**src/rtl/window_expander_kxk_pkg.sv**
```systemverilog
// Shared constants, one-hot state encodings and helpers for window_expander_kxk.
package window_expander_kxk_pkg;

  localparam int WIDTH_DATA  = 8;
  localparam int PICTURE_NUM = 1;

  typedef logic [4:0] state_t;

  localparam state_t S_IDLE      = 5'b00001;
  localparam state_t S_WAIT_ROW  = 5'b00010;
  localparam state_t S_WAIT_FIFO = 5'b00100;
  localparam state_t S_READ      = 5'b01000;
  localparam state_t S_ROW_END   = 5'b10000;

  function automatic int CLOG2(input int value);
    int r;
    r = 0;
    for (int i = 0; i < 31; i++) begin
      if ((1 << i) < value) r = i + 1;
    end
    return r;
  endfunction

endpackage

```
**src/rtl/window_expander_kxk_if.sv**
```systemverilog
// Tap-bus interface between the expander and the convolution window FIFOs.
// M_Last exists only when WINDOW_EXPANDER_LAST_EN is defined.
interface window_expander_kxk_if #(
  parameter int T  = 9,
  parameter int WD = 128
);
  logic [WD*T-1:0] M_Data;
  logic [T-1:0]    M_EN_Write;
  logic            M_Ready;
`ifdef WINDOW_EXPANDER_LAST_EN
  logic [T-1:0]    M_Last;

  modport master (output M_Data, output M_EN_Write, output M_Last, input M_Ready);
  modport slave  (input M_Data, input M_EN_Write, input M_Last, output M_Ready);
`else
  modport master (output M_Data, output M_EN_Write, input M_Ready);
  modport slave  (input M_Data, input M_EN_Write, output M_Ready);
`endif
endinterface

```
**src/rtl/window_expander_kxk_tap_enable_gen.sv**
```systemverilog
// Column enables for one row of taps: tap column c sees column x of the row
// iff c <= x <= N-K+c, and with stride 2 only when (x-c) is even.
module tap_enable_gen #(
  parameter int K = 3,
  parameter int W = 12
) (
  input  logic [W-1:0] i_x,
  input  logic [W-1:0] i_n,
  input  logic         i_stride2,
  output logic [K-1:0] o_col_en
);
  logic [W-1:0] w_span;

  assign w_span = i_n - W'(K);

  always_comb begin
    o_col_en = '0;
    for (int c = 0; c < K; c++) begin
      o_col_en[c] = (i_x >= W'(c)) && (i_x <= w_span + W'(c)) &&
                    (!i_stride2 || (i_x[0] == c[0]));
    end
  end
endmodule

```
**src/rtl/window_expander_kxk.sv**
```systemverilog
// KxK window expander: reads K padded rows word by word and fans each row out to K column taps.
// Optional per-tap frame-end marker M_Last is enabled by defining WINDOW_EXPANDER_LAST_EN.
module window_expander_kxk
  import window_expander_kxk_pkg::*;
#(
  parameter int K                  = 3,
  parameter int CHANNEL_IN_NUM     = 16,
  parameter int WIDTH_RAM_SIZE     = 12,
  parameter int WIDTH_FEATURE_SIZE = 12,
  parameter int WIDTH_CHANNEL_NUM  = 10,
  parameter int RD_LAT             = 1,
  parameter int WD                 = WIDTH_DATA*PICTURE_NUM*CHANNEL_IN_NUM
) (
  input  logic                          clk,
  input  logic                          rst_n,
  input  logic                          Start,
  input  logic                          Row_Compute_Sign,
  input  logic [WIDTH_FEATURE_SIZE-1:0] Row_Num_After_Padding,
  input  logic [WIDTH_CHANNEL_NUM-1:0]  Channel_In_Num_REG,
  input  logic                          Stride2,
  input  logic [WD*K-1:0]               S_Feature,
  output logic [WIDTH_RAM_SIZE-1:0]     Addr,
  output logic                          S_Ready,
  output logic                          Row_Done,
  output logic                          Frame_Done,
  window_expander_kxk_if.master         m_if
);
  localparam int T         = K*K;
  localparam int CIN_SHIFT = CLOG2(CHANNEL_IN_NUM);

  state_t                          r_state, w_next_state;
  logic                            r_stride2;
  logic [WIDTH_CHANNEL_NUM-1:0]    r_g, w_g_raw, w_g_num, w_g_last;
  logic [WIDTH_FEATURE_SIZE-1:0]   r_x, r_cnt_row, w_n_minus_k, w_r_last;
  logic [WIDTH_RAM_SIZE-1:0]       r_addr;
  logic                            w_in_read, w_g_wrap, w_x_last, w_row_last;
  logic [K-1:0]                    w_col_en;
  logic [T-1:0]                    w_en_issue;
  logic [T-1:0]                    r_en_pipe [RD_LAT];

  assign w_g_raw     = Channel_In_Num_REG >> CIN_SHIFT;
  assign w_g_num     = (w_g_raw == '0) ? WIDTH_CHANNEL_NUM'(1) : w_g_raw;
  assign w_g_last    = w_g_num - WIDTH_CHANNEL_NUM'(1);
  assign w_n_minus_k = Row_Num_After_Padding - WIDTH_FEATURE_SIZE'(K);
  assign w_r_last    = w_n_minus_k >> r_stride2;
  assign w_in_read   = (r_state == S_READ);
  assign w_g_wrap    = (r_g == w_g_last);
  assign w_x_last    = (r_x == Row_Num_After_Padding - WIDTH_FEATURE_SIZE'(1));
  assign w_row_last  = (r_cnt_row == w_r_last);

  // State | meaning
  // IDLE      | waiting for Start
  // WAIT_ROW  | waiting for K rows from the line buffer
  // WAIT_FIFO | waiting for room for a full row downstream
  // READ      | issuing one word address per cycle
  // ROW_END   | row finished; frame ends here on the last output row
  always_ff @(posedge clk or negedge rst_n) begin
    if (!rst_n) r_state <= S_IDLE;
    else        r_state <= w_next_state;
  end

  always_comb begin
    w_next_state = r_state;
    case (r_state)
      S_IDLE:      if (Start)            w_next_state = S_WAIT_ROW;
      S_WAIT_ROW:  if (Row_Compute_Sign) w_next_state = S_WAIT_FIFO;
      S_WAIT_FIFO: if (m_if.M_Ready)     w_next_state = S_READ;
      S_READ:      if (w_x_last && w_g_wrap) w_next_state = S_ROW_END;
      S_ROW_END:   w_next_state = w_row_last ? S_IDLE : S_WAIT_ROW;
      default:     w_next_state = S_IDLE;
    endcase
  end

  always_comb begin
    Addr       = '0;
    Row_Done   = 1'b0;
    Frame_Done = 1'b0;
    case (r_state)
      S_READ:    Addr = r_addr;
      S_ROW_END: begin
        Row_Done   = 1'b1;
        Frame_Done = w_row_last;
      end
      default: ;
    endcase
  end

  // r_addr tracks x*G+g without a multiplier
  always_ff @(posedge clk or negedge rst_n) begin
    if (!rst_n) begin
      r_stride2 <= 1'b0;
      r_g       <= '0;
      r_x       <= '0;
      r_addr    <= '0;
      r_cnt_row <= '0;
      S_Ready   <= 1'b0;
    end else begin
      S_Ready <= (w_next_state == S_WAIT_FIFO) || (w_next_state == S_READ) ||
                 (w_next_state == S_ROW_END);
      if (r_state == S_IDLE && Start) r_stride2 <= Stride2;
      if (w_in_read) begin
        r_addr <= r_addr + WIDTH_RAM_SIZE'(1);
        if (w_g_wrap) begin
          r_g <= '0;
          r_x <= r_x + WIDTH_FEATURE_SIZE'(1);
        end else begin
          r_g <= r_g + WIDTH_CHANNEL_NUM'(1);
        end
      end else begin
        r_addr <= '0;
        r_g    <= '0;
        r_x    <= '0;
      end
      if (r_state == S_IDLE)         r_cnt_row <= '0;
      else if (r_state == S_ROW_END) r_cnt_row <= r_cnt_row + WIDTH_FEATURE_SIZE'(1);
    end
  end

  tap_enable_gen #(.K(K), .W(WIDTH_FEATURE_SIZE)) u_tap_enable_gen (
    .i_x       (r_x),
    .i_n       (Row_Num_After_Padding),
    .i_stride2 (r_stride2),
    .o_col_en  (w_col_en)
  );

  for (genvar r = 0; r < K; r++) begin : g_row
    assign w_en_issue[r*K +: K] = w_in_read ? w_col_en : '0;
    for (genvar c = 0; c < K; c++) begin : g_col
      assign m_if.M_Data[(r*K+c)*WD +: WD] = S_Feature[r*WD +: WD];
    end
  end

  // Enables travel with the read so they meet the returning S_Feature word
  always_ff @(posedge clk or negedge rst_n) begin
    if (!rst_n) begin
      for (int i = 0; i < RD_LAT; i++) r_en_pipe[i] <= '0;
    end else begin
      r_en_pipe[0] <= w_en_issue;
      for (int i = 1; i < RD_LAT; i++) r_en_pipe[i] <= r_en_pipe[i-1];
    end
  end

  assign m_if.M_EN_Write = r_en_pipe[RD_LAT-1];

`ifdef WINDOW_EXPANDER_LAST_EN
  logic [WIDTH_FEATURE_SIZE-1:0] w_last_span;
  logic [K-1:0]                  w_col_last;
  logic [T-1:0]                  w_last_issue;
  logic [T-1:0]                  r_last_pipe [RD_LAT];

  // Largest x-c that is still enabled: N-K, rounded down to even for stride 2
  assign w_last_span = r_stride2 ? {w_n_minus_k[WIDTH_FEATURE_SIZE-1:1], 1'b0} : w_n_minus_k;

  for (genvar c = 0; c < K; c++) begin : g_last_col
    assign w_col_last[c] = w_col_en[c] && (r_x == w_last_span + WIDTH_FEATURE_SIZE'(c));
  end

  for (genvar r = 0; r < K; r++) begin : g_last_row
    assign w_last_issue[r*K +: K] = (w_in_read && w_row_last && w_g_wrap) ? w_col_last : '0;
  end

  always_ff @(posedge clk or negedge rst_n) begin
    if (!rst_n) begin
      for (int i = 0; i < RD_LAT; i++) r_last_pipe[i] <= '0;
    end else begin
      r_last_pipe[0] <= w_last_issue;
      for (int i = 1; i < RD_LAT; i++) r_last_pipe[i] <= r_last_pipe[i-1];
    end
  end

  assign m_if.M_Last = r_last_pipe[RD_LAT-1];
`endif

endmodule

```
**src/flat_wrapper.sv**
```systemverilog
// flat-port wrapper written by rule: the top's interface ports become plain ports
module window_expander_kxk_flat import window_expander_kxk_pkg::*;
#(
  parameter int K                  = 3,
  parameter int CHANNEL_IN_NUM     = 16,
  parameter int WIDTH_RAM_SIZE     = 12,
  parameter int WIDTH_FEATURE_SIZE = 12,
  parameter int WIDTH_CHANNEL_NUM  = 10,
  parameter int RD_LAT             = 1,
  parameter int WD                 = WIDTH_DATA*PICTURE_NUM*CHANNEL_IN_NUM
)
  (clk, rst_n, Start, Row_Compute_Sign, Row_Num_After_Padding, Channel_In_Num_REG, Stride2, S_Feature, Addr, S_Ready, Row_Done, Frame_Done, m_if_M_Data, m_if_M_EN_Write, m_if_M_Ready);
  window_expander_kxk_if #(.T((K*K)), .WD(WD)) m_if_i ();
  input  logic clk;
  input  logic rst_n;
  input  logic Start;
  input  logic Row_Compute_Sign;
  input  logic [WIDTH_FEATURE_SIZE-1:0] Row_Num_After_Padding;
  input  logic [WIDTH_CHANNEL_NUM-1:0] Channel_In_Num_REG;
  input  logic Stride2;
  input  logic [WD*K-1:0] S_Feature;
  output logic [WIDTH_RAM_SIZE-1:0] Addr;
  output logic S_Ready;
  output logic Row_Done;
  output logic Frame_Done;
  output wire logic [$bits(m_if_i.M_Data)-1:0] m_if_M_Data;
  output wire logic [$bits(m_if_i.M_EN_Write)-1:0] m_if_M_EN_Write;
  input wire logic [$bits(m_if_i.M_Ready)-1:0] m_if_M_Ready;
  assign m_if_M_Data = m_if_i.M_Data;
  assign m_if_M_EN_Write = m_if_i.M_EN_Write;
  assign m_if_i.M_Ready = m_if_M_Ready;
  window_expander_kxk #(.K(K), .CHANNEL_IN_NUM(CHANNEL_IN_NUM), .WIDTH_RAM_SIZE(WIDTH_RAM_SIZE), .WIDTH_FEATURE_SIZE(WIDTH_FEATURE_SIZE), .WIDTH_CHANNEL_NUM(WIDTH_CHANNEL_NUM), .RD_LAT(RD_LAT), .WD(WD)) u_core (.clk(clk), .rst_n(rst_n), .Start(Start), .Row_Compute_Sign(Row_Compute_Sign), .Row_Num_After_Padding(Row_Num_After_Padding), .Channel_In_Num_REG(Channel_In_Num_REG), .Stride2(Stride2), .S_Feature(S_Feature), .Addr(Addr), .S_Ready(S_Ready), .Row_Done(Row_Done), .Frame_Done(Frame_Done), .m_if(m_if_i));
endmodule
```
**config.mk**
```make
export PLATFORM = sky130hd
export DESIGN_NAME = window_expander_kxk_flat
export DESIGN_NICKNAME = d
export VERILOG_FILES = /design/src/rtl/window_expander_kxk_pkg.sv /design/src/rtl/window_expander_kxk_if.sv /design/src/rtl/window_expander_kxk_tap_enable_gen.sv /design/src/rtl/window_expander_kxk.sv /design/src/flat_wrapper.sv
export SDC_FILE = /design/constraint.sdc
export NUM_CORES = 1
export LEC_CHECK = 0
export ABC_AREA = 1
export BUFFER_PORTS_ARGS = -buffer_cell sky130_fd_sc_hd__buf_2
export CORE_AREA = 4 4 618 620
export CTS_BUF_LIST = sky130_fd_sc_hd__clkbuf_4 sky130_fd_sc_hd__clkbuf_8
export DETAILED_ROUTE_END_ITERATION = 6
export DIE_AREA = 0 0 622 624
export GPL_ROUTABILITY_DRIVEN = 1
export SLEW_MARGIN = 20
export SYNTH_ARGS = -nofsm -noshare
export SYNTH_HDL_FRONTEND = slang
export SYNTH_HIERARCHICAL = 1
export SYNTH_SLANG_ARGS = --single-unit
```
**constraint.sdc**
```tcl
create_clock -name clk -period 6 [get_ports clk]
set_input_delay 1.2 -clock clk [delete_from_list [all_inputs] [get_ports clk]]
set_output_delay 1.2 -clock clk [all_outputs]
set_load 0.02 [all_outputs]
```
== Word-level counts from Yosys, hierarchy flattened ==
Cells that the tools add are included.

* Add/subtract/negate cells: 9
* $mul: 0
* Divide/modulo/power cells: 0
* Order comparisons: 6
* Eq/ne operators: 12
* Shifts and indexed selects: 1
* Muxes and demuxes: 18
* Bitwise gates (word level): 1
* Reductions and logical operators: 15

{| class="wikitable"
|+ Operator list
! cell !! number
|-
| $mux W12 || 6
|-
| $add A12 B1 Y12 const B || 4
|-
| $le A12 B12 Y1 || 3
|-
| $pmux W5 S5 || 1
|-
| $eq A12 B12 Y1 || 2
|-
| $ge A12 B1 Y1 const B || 2
|-
| $mux W10 || 2
|-
| $mux W5 || 4
|-
| $add A12 B2 Y12 const B || 1
|-
| $ge A12 B2 Y1 const B || 1
|-
| $shr A12 B1 Y12 || 1
|-
| $sub A12 B1 Y12 const B || 1
|-
| $sub A12 B2 Y12 const B || 1
|-
| $add A10 B1 Y10 const B || 1
|-
| $eq A10 B10 Y1 || 1
|-
| $eq A5 B3 Y1 const B || 2
|-
| $eq A5 B4 Y1 const B || 2
|-
| $eq A5 B5 Y1 const B || 2
|-
| $logic_not A10 Y1 || 1
|-
| $sub A10 B1 Y10 const B || 1
|-
| $logic_and A1 B1 Y1 || 8
|-
| $mux W6 || 1
|-
| $eq A5 B1 Y1 const B || 1
|-
| $eq A5 B2 Y1 const B || 1
|-
| 8 further kinds || 12
|}

* Register bits: 62
* Bits in latches: 0
* Memory bits (writable): 0
* Memory bits (read-only): 0
* Input bits: 412
* Output and inout bits: 1176
* Word-level logic and storage cells: 70
* Memories: 0

== Longest topological paths before layout ==
Gate-level depths: netlist of the first run.

* Depth in word-level cells: 10
* Gate-level depth with buffers: 21
* Gate-level depth less buffers: 20

== Cells and area by module ==
Netlist of the first run, hierarchy kept.

{| class="wikitable"
|+ By module, submodules not included
! module !! times used !! cells each !! area each (sq um) !! seq. area each (sq um)
|-
| window_expander_kxk || 1 || 1781 || 12877.4 || 1402.6
|-
| tap_enable_gen || 1 || 272 || 1712.9 || 0.0
|}

== Worst setup path before layout of the first run ==
OpenSTA, ideal clock, no wires.

* Kind: input to output
* Start point: input Row_Num_After_Padding[0]
* End point: output Frame_Done
* Data arrival time: 2.541 ns
* Data required time: 4.800 ns
* Path slack: 2.259 ns
* Stages on the path: 13
* Buffers on the path: 0
* Cells stage by stage: inv_1 > ha_1 > nand2_1 > o21ai_0 > xor2_1 > nand2_1 > nor2_1 > nand2_1 > nor2_1 > nand3_1 > nor2_1 > nand3_1 > inv_1

* Cells in the longest elaborated chain, start to end: 4

{| class="wikitable"
|+ RTL lines
! element !! RTL line !! RTL
|-
| start, declared || flat_wrapper.sv:18 || <nowiki>input logic [WIDTH_FEATURE_SIZE-1:0] Row_Num_After_Padding;</nowiki>
|-
| $sub A12 B2 Y12 || window_expander_kxk.sv:44 || <nowiki>assign w_n_minus_k = Row_Num_After_Padding - WIDTH_FEATURE_SIZE'(K);</nowiki>
|-
| $shr A12 B1 Y12 || window_expander_kxk.sv:45 || <nowiki>assign w_r_last = w_n_minus_k >> r_stride2;</nowiki>
|-
| $eq A12 B12 Y1 || window_expander_kxk.sv:49 || <nowiki>assign w_row_last = (r_cnt_row == w_r_last);</nowiki>
|-
| $mux W1 || window_expander_kxk.sv:78 || <nowiki>case (r_state)</nowiki>
|-
| end, declared || flat_wrapper.sv:25 || <nowiki>output logic Frame_Done;</nowiki>
|}

Every way passes these cells.

== Worst setup path in the final report of the first run ==
Ends and elaborated chain as after synthesis.

==> out/results.ini, run 1 <==
[die]
die_y_um = 624
fp-row-count = 225
pin_count = 1588
coreArea_mm2 = 0.376
dieArea_mm2 = 0.388
die_w_um = 622
start_util_pct = 3.89

[timing]
worstMarginPinSlew_ns = 0.805
rsz0062_at_grt = false
fmax_ghz = 0.212
period_share_pct = 78.5
hold_viol_final = 0
fin_crit_ns = 4.71
fin_worst_skew_ns = 0.0555
slew_headroom_pct = 46.3
holdWs_ns = 0.482
tns_ns = 0
drv_slew = 0
setup_viol = 0

[hold_path]
whs_path_depth = 1
worstHoldPathType = register to register

[worst_setup_path]
cp_num_cells = 15
rr_worst_depth = 8
path_cells = buf_2 -> inv_1 -> ha_1 -> nand2_1 -> o21ai_0 -> xor2_1 -> nand2_1 -> nor2_1 -> nand2_1 -> nor2_1 -> nand3_1 -> nor2_1 -> nand3_1 -> inv_1 -> buf_2
critPathLaunchType = primary input
rr_startpoint = u_core/r_state[1]
cp-end-kind = output pin
crit_path_end = Frame_Done
path_buf_inv = 4
r2r-end = u_core/r_x[4]
slowest_stage = ha_1
critPathRequiredTime_ns = 4.80
worst-r2r-setup-slack_ns = 3.41
cpLargestDelayFamily = buffers and inverters
startpoint = Row_Num_After_Padding[0]
crit_type = primary input to output pin
critical_path.max_stage_delay_ns = 0.38
cp_data_arrival_time_ns = 3.51
crit_fanout = 13

[place]
hpwl_um = 172000
place.gp.congestion = 0.823
io_buffers = 47

[clocking]
clk_latency_ns = 0.45
cts_max_level = 2
cts_tree = done
cts_buffers = 5
cts_buffer_depth = 2
cts_hold_buf = 0
cts_resized = 0
post_cts_buffers = 0
cts_root_buf = clkbuf_8
clock_sinks = 56
clk_pin_slew_ns = 0.14

[logic_synthesis]
synth_nets = 2510
synth_adder_area_share_pct = 3.86
synth.area.top_cells = buf_4 (60%), dfrtp_1 (9.4%), nand2_1 (5.5%)
async_flop_share_pct = 100
synth_edf_count = 0
synth_compound_gate_area_share_pct = 3.49
synthMuxAreaShare_pct = 0
synth_top_flop_cell = dfrtp_1
synth_cells = 2053
yosys.area_share.simple_pct = 17.5
synth_top_family_by_area = buffers and inverters
synth_xor_area_share_pct = 2.40
yosysTopAreaCellShare_pct = 59.6
synth-seq-cells = 56
seq_area_frac_synth_pct = 9.61
syn_area_per_cell_um2 = 7.11
synth_area_mm2 = 0.0146
yosysTopAreaCell = buf_4
synthDistinctLibCells = 47
synth_warnings = 6

[drt]
drtAntennaViolNets = 0
first_iter_violations = 713
routed_wl_um = 185000
drt-vias-per-instance = 1.43
post_drt_wl_per_cell_um = 31.1
drc = 0
firstDrtPassIters = 5
num_vias = 8508

[outcome]
status = finished clean

[grt]
grt_pass1_wl_um = 205000
overflow = 0
grtUsageTotal_pct = 9.13
grt_max_degree = 35
antenna_found_initial = 6
grt_pass1_vias = 7898

[layout]
syn2layout_area_growth_pct = -14.6
nets = 1402
drive_gt1_share_pct = 13.1
nFillCells = 44948

[power_and_ir_drop]
p_seq_share_pct = 35.4
power_leakage_uw = 0.00309
p_sw_share_pct = 46.3
ir_worst_vdd_mv = 0.0817
power_switching_uw = 527
combinationalPowerShare_pct = 38.1
internal-power_uw = 611
powerDensity_mw_per_mm2 = 91.3
p_clk_share_pct = 26.4

[run]
maxCapViolCount = 0

[worst register-to-register path, cell delays in order (launching register included)]
cell and delay, ns:
dfrtp_1 0.40, inv_1 0.07, nand2_1 0.15, nor4_4 0.48
buf_4 0.22, inv_2 0.25, nor2_8 0.54, inv_8 0.17
o21ai_0 0.24
[area by class of cell]
type,instances,area (um^2),area share (%)
antenna,1,2.50,0.0201
timing repair buffer,51,268,2.15
sequential,56,1400,11.3
clock inverter,3,28.8,0.231
multi-input combinational,711,3980,32.0
tap,4994,6250,50.2
clock buffer,5,68.8,0.552
inverter,120,458,3.68
[worst min-delay path by stage]
stage / startpoint / end / slack [ns]
after floorplan: u_core/r_addr[9] / u_core/r_addr[10] / 0.44
after detailed placement: u_core/r_addr[9] / u_core/r_addr[10] / 0.46
after global placement: u_core/r_addr[9] / u_core/r_addr[10] / 0.46
after global routing: u_core/r_addr[11] / u_core/r_addr[11] / 0.50
after CTS: u_core/r_addr[9] / u_core/r_addr[10] / 0.48
final: u_core/r_addr[9] / u_core/r_addr[10] / 0.48
[cell usage after synthesis, drive strengths merged (2+ instances only)]
cell and n:
a211oi 2, dfrtp 55, nor2 122, buf 1164, clkinv 2, a21oi 42
xnor2 10, o21ai 35, nand3 99, nand3b 5, nor3 25, a31oi 4
inv 118, clkbuf 2, or2 7, nand2 240, o21a 3, ha 45
nand4 24, xor2 30, nor4 8, o211ai 3
[state kept, by name, summed over array words and instances, names as in the netlist]
register	flops
u_core/r_stride2	1
u_core/r_addr	12
u_core/r_state	5
u_core/r_g	10
u_core/m_if.M_EN_Write	3
u_core/S_Ready	1
u_core/r_cnt_row	12
u_core/r_x	12
[metrics by stage]
step | util (%) | setup WS (ns) | power, uW | area (um^2) | cells
after floorplan | - | 2.26 | 1830 | 14600 | 2053
after global placement | 3.29 | 1.15 | 853 | 12400 | 5932
after detailed placement | 3.29 | 1.18 | 846 | 12400 | 5932
after CTS | 3.32 | 1.17 | 1190 | 12500 | 5940
after global routing | 3.32 | 1.06 | 1240 | 12500 | 5941
final | 3.32 | 1.29 | 1140 | 12500 | 5941
[placed cells by master, fill, tap and decap left out, drive strengths merged, types with 2 or more instances in the layout]
cell type / count
nor2: 122
xor2: 30
clkinv: 2
nand4: 24
or2: 7
o21a: 3
clkbuf: 5
nand3: 99
a211oi: 2
nor3: 25
dfrtp: 55
buf: 51
xnor2: 10
nand3b: 5
o21ai: 35
nand2: 240
o211ai: 3
inv: 121
nor4: 8
ha: 45
a21oi: 42
a31oi: 4
[routing by layer]
| metal | routed length (um) | global-route usage, % |
|---|---|---|
| met1 | 29600 | 4.17 |
| met2 | 79600 | 13.8 |
| met3 | 66200 | 15.3 |
| met4 | 9030 | 3.99 |
| met5 | 487 | 1.38 |
[power by group through the flow]
stage	sequential [uW]	combinational [uW]	clock (uW)
floorplan	411	1420	0
global placement	410	443	0
detailed placement	410	435	0
CTS	403	437	350
global route	405	496	338
finish	403	434	301
[cell families after synthesis]
kind of cell               Yosys count
adders and majority gates           45
and+or+nand+nor                    532
buffers and inverters             1286
AOI/OAI and AO/OA                   94
xor gates and xnor gates            40
DFF                                 56
(Power assumes the default switching activity.)
==> run 2: changes to the inputs <==
- CORE_AREA: 4 4 618 620 -> 4 4 625 627
- DIE_AREA: 0 0 622 624 -> 0 0 629 631
- clock period: 6 -> 4.6 ns (I/O delays scaled with it)
==> run 2 against run 1 <==
Clock power increased by 38%. Setup slack worse by 0.70 ns. First-iteration DRC count is 0.84% higher.
==> out/results.ini, run 2 (same netlist as run 1, synthesis figures left out) <==
[clocking]
cts_tree = done
clock_sinks = 56
cts_root_buf = clkbuf_8
cts_hold_buf = 0
cts_max_level = 2
cts_resized = 0
clk_latency_ns = 0.47
cts_buffers = 5
cts_buffer_depth = 2
clk_pin_slew_ns = 0.22
post_cts_buffers = 0

[worst_setup_path]
critPathRequiredTime_ns = 3.68
cp-end-kind = output pin
crit_path_end = Frame_Done
slowest_stage = ha_1
worst-r2r-setup-slack_ns = 1.59
path_cells = buf_2 -> inv_1 -> ha_1 -> nand2_1 -> o21ai_0 -> xor2_1 -> nand2_1 -> nor2_1 -> nand2_1 -> nor2_1 -> nand3_1 -> nor2_1 -> nand3_1 -> inv_1 -> buf_12
crit_fanout = 8
r2r-end = u_core/r_x[1]
rr_startpoint = u_core/r_state[1]
rr_worst_depth = 9
critPathLaunchType = primary input
startpoint = Row_Num_After_Padding[0]
critical_path.max_stage_delay_ns = 0.37
cp_data_arrival_time_ns = 3.09
crit_type = primary input to output pin

[die]
dieArea_mm2 = 0.397
fp-row-count = 228
die_y_um = 631
die_w_um = 629
start_util_pct = 3.79
coreArea_mm2 = 0.385
pin_count = 1588

[timing]
setup_viol = 0
drv_slew = 0
period_share_pct = 87.3
hold_viol_final = 0
slew_headroom_pct = 46.0
fmax_ghz = 0.249
fin_crit_ns = 4.01
rsz0062_at_grt = false
fin_worst_skew_ns = 0.0706
worstMarginPinSlew_ns = 0.804
tns_ns = 0

[grt]
grt_pass1_vias = 7806
grtUsageTotal_pct = 8.93
overflow = 0
busiest_layer = met3
antenna_found_initial = 5
use_met3_pct = 15.1
grt_max_degree = 35
met1_usage_pct = 3.72
grt_pass1_wl_um = 205000
use_met2_pct = 13.9

[power_and_ir_drop]
power_leakage_uw = 0.00310
powerDensity_mw_per_mm2 = 120
finalPower_uw = 1510
ir_worst_vdd_mv = 0.203

[layout]
multiInputGateArea_mm2 = 0.00398
regArea_mm2 = 0.00140
nFillCells = 45786
layout_commonest_cell = nand2_1
drive_gt1_share_pct = 13.3
final_cell_mix = nand2_1 (215), inv_1 (110), nor2_1 (99)
reg_top3 = u_core/r_addr (12), u_core/r_cnt_row (12), u_core/r_x (12)
nets = 1404
syn2layout_area_growth_pct = -13.8

[drt]
firstDrtPassIters = 5
first_iter_violations = 719
drtAntennaViolNets = 0
routed_wl_um = 185000
drc = 0
num_vias = 8562
post_drt_wl_per_cell_um = 30.9
drt-vias-per-instance = 1.42

[outcome]
status = finished clean

[run]
maxCapViolCount = 0

[hold_path]
worstHoldPathType = primary input to asynchronous set/reset pin

[place]
io_buffers = 47
place.gp.congestion = 0.821
hpwl_um = 172000

[run 2: cell count changes in the layout (fill, tap and decap cells not counted)]
cell        previous run  this run
buf_4                  5         7
clkinv_4               0         1
buf_2                 46        45
inv_6                  2         0
buf_12                 0         1
clkinvlp_4             0         1
[run 2: worst min path at each step]
| stage | start | end | slack [ns] |
|---|---|---|---|
| after detailed placement | u_core/r_addr[9] | u_core/r_addr[10] | 0.45 |
| after floorplan | u_core/r_addr[9] | u_core/r_addr[10] | 0.44 |
| final | rst_n | u_core/r_g[6] | 0.38 |
| after global placement | u_core/r_addr[9] | u_core/r_addr[10] | 0.45 |
| after CTS | rst_n | u_core/r_g[6] | 0.31 |
| after global routing | rst_n | u_core/r_g[7] | 0.36 |
[run 2: where the power goes]
part,leakage (uW),total [uW],internal [uW],switching [uW]
registers,0.000775,550,514,36.6
logic,0.00228,545,167,378
clock network,0.0000463,414,114,300
[run 2: stage by stage]
stage               instance area [um^2]  worst slack [ns]  utilization (%)  instances  hold slack [ns]
global placement                   12500             0.581             3.24       6000            0.448
finish                             12600             0.585             3.27       6009            0.378
global route                       12600             0.369             3.27       6009            0.359
floorplan                          14600              1.37                -       2053            0.436
CTS                                12600             0.575             3.27       6008            0.311
detailed placement                 12500             0.582             3.24       6000            0.452
[run 2: per-layer routing]
layer  vias up  wire [um]
li1       3040          -
met1      3516      27500
met2      1729      81900
met3       259      66600
met4        18       8900
met5         -        642
[run 2: critical path, delay by kind of cell]
kind	cells	cell delay (ns)
adder cells (fa/ha/maj)	1	0.37
AND/OR/NAND/NOR	8	0.82
XOR/XNOR	1	0.18
buffers and inverters	4	0.64
AO/OA/AOI/OAI	1	0.13
[run 2: area by class of cell]
type	instances	share of cell area, %
clock inverters	3	0.219
well taps	5060	50.4
flip-flops and latches	56	11.2
repair buffers	53	2.37
clock buffers	5	0.547
inverters	120	3.64
multi-input cells	711	31.7
diodes	1	0.0199
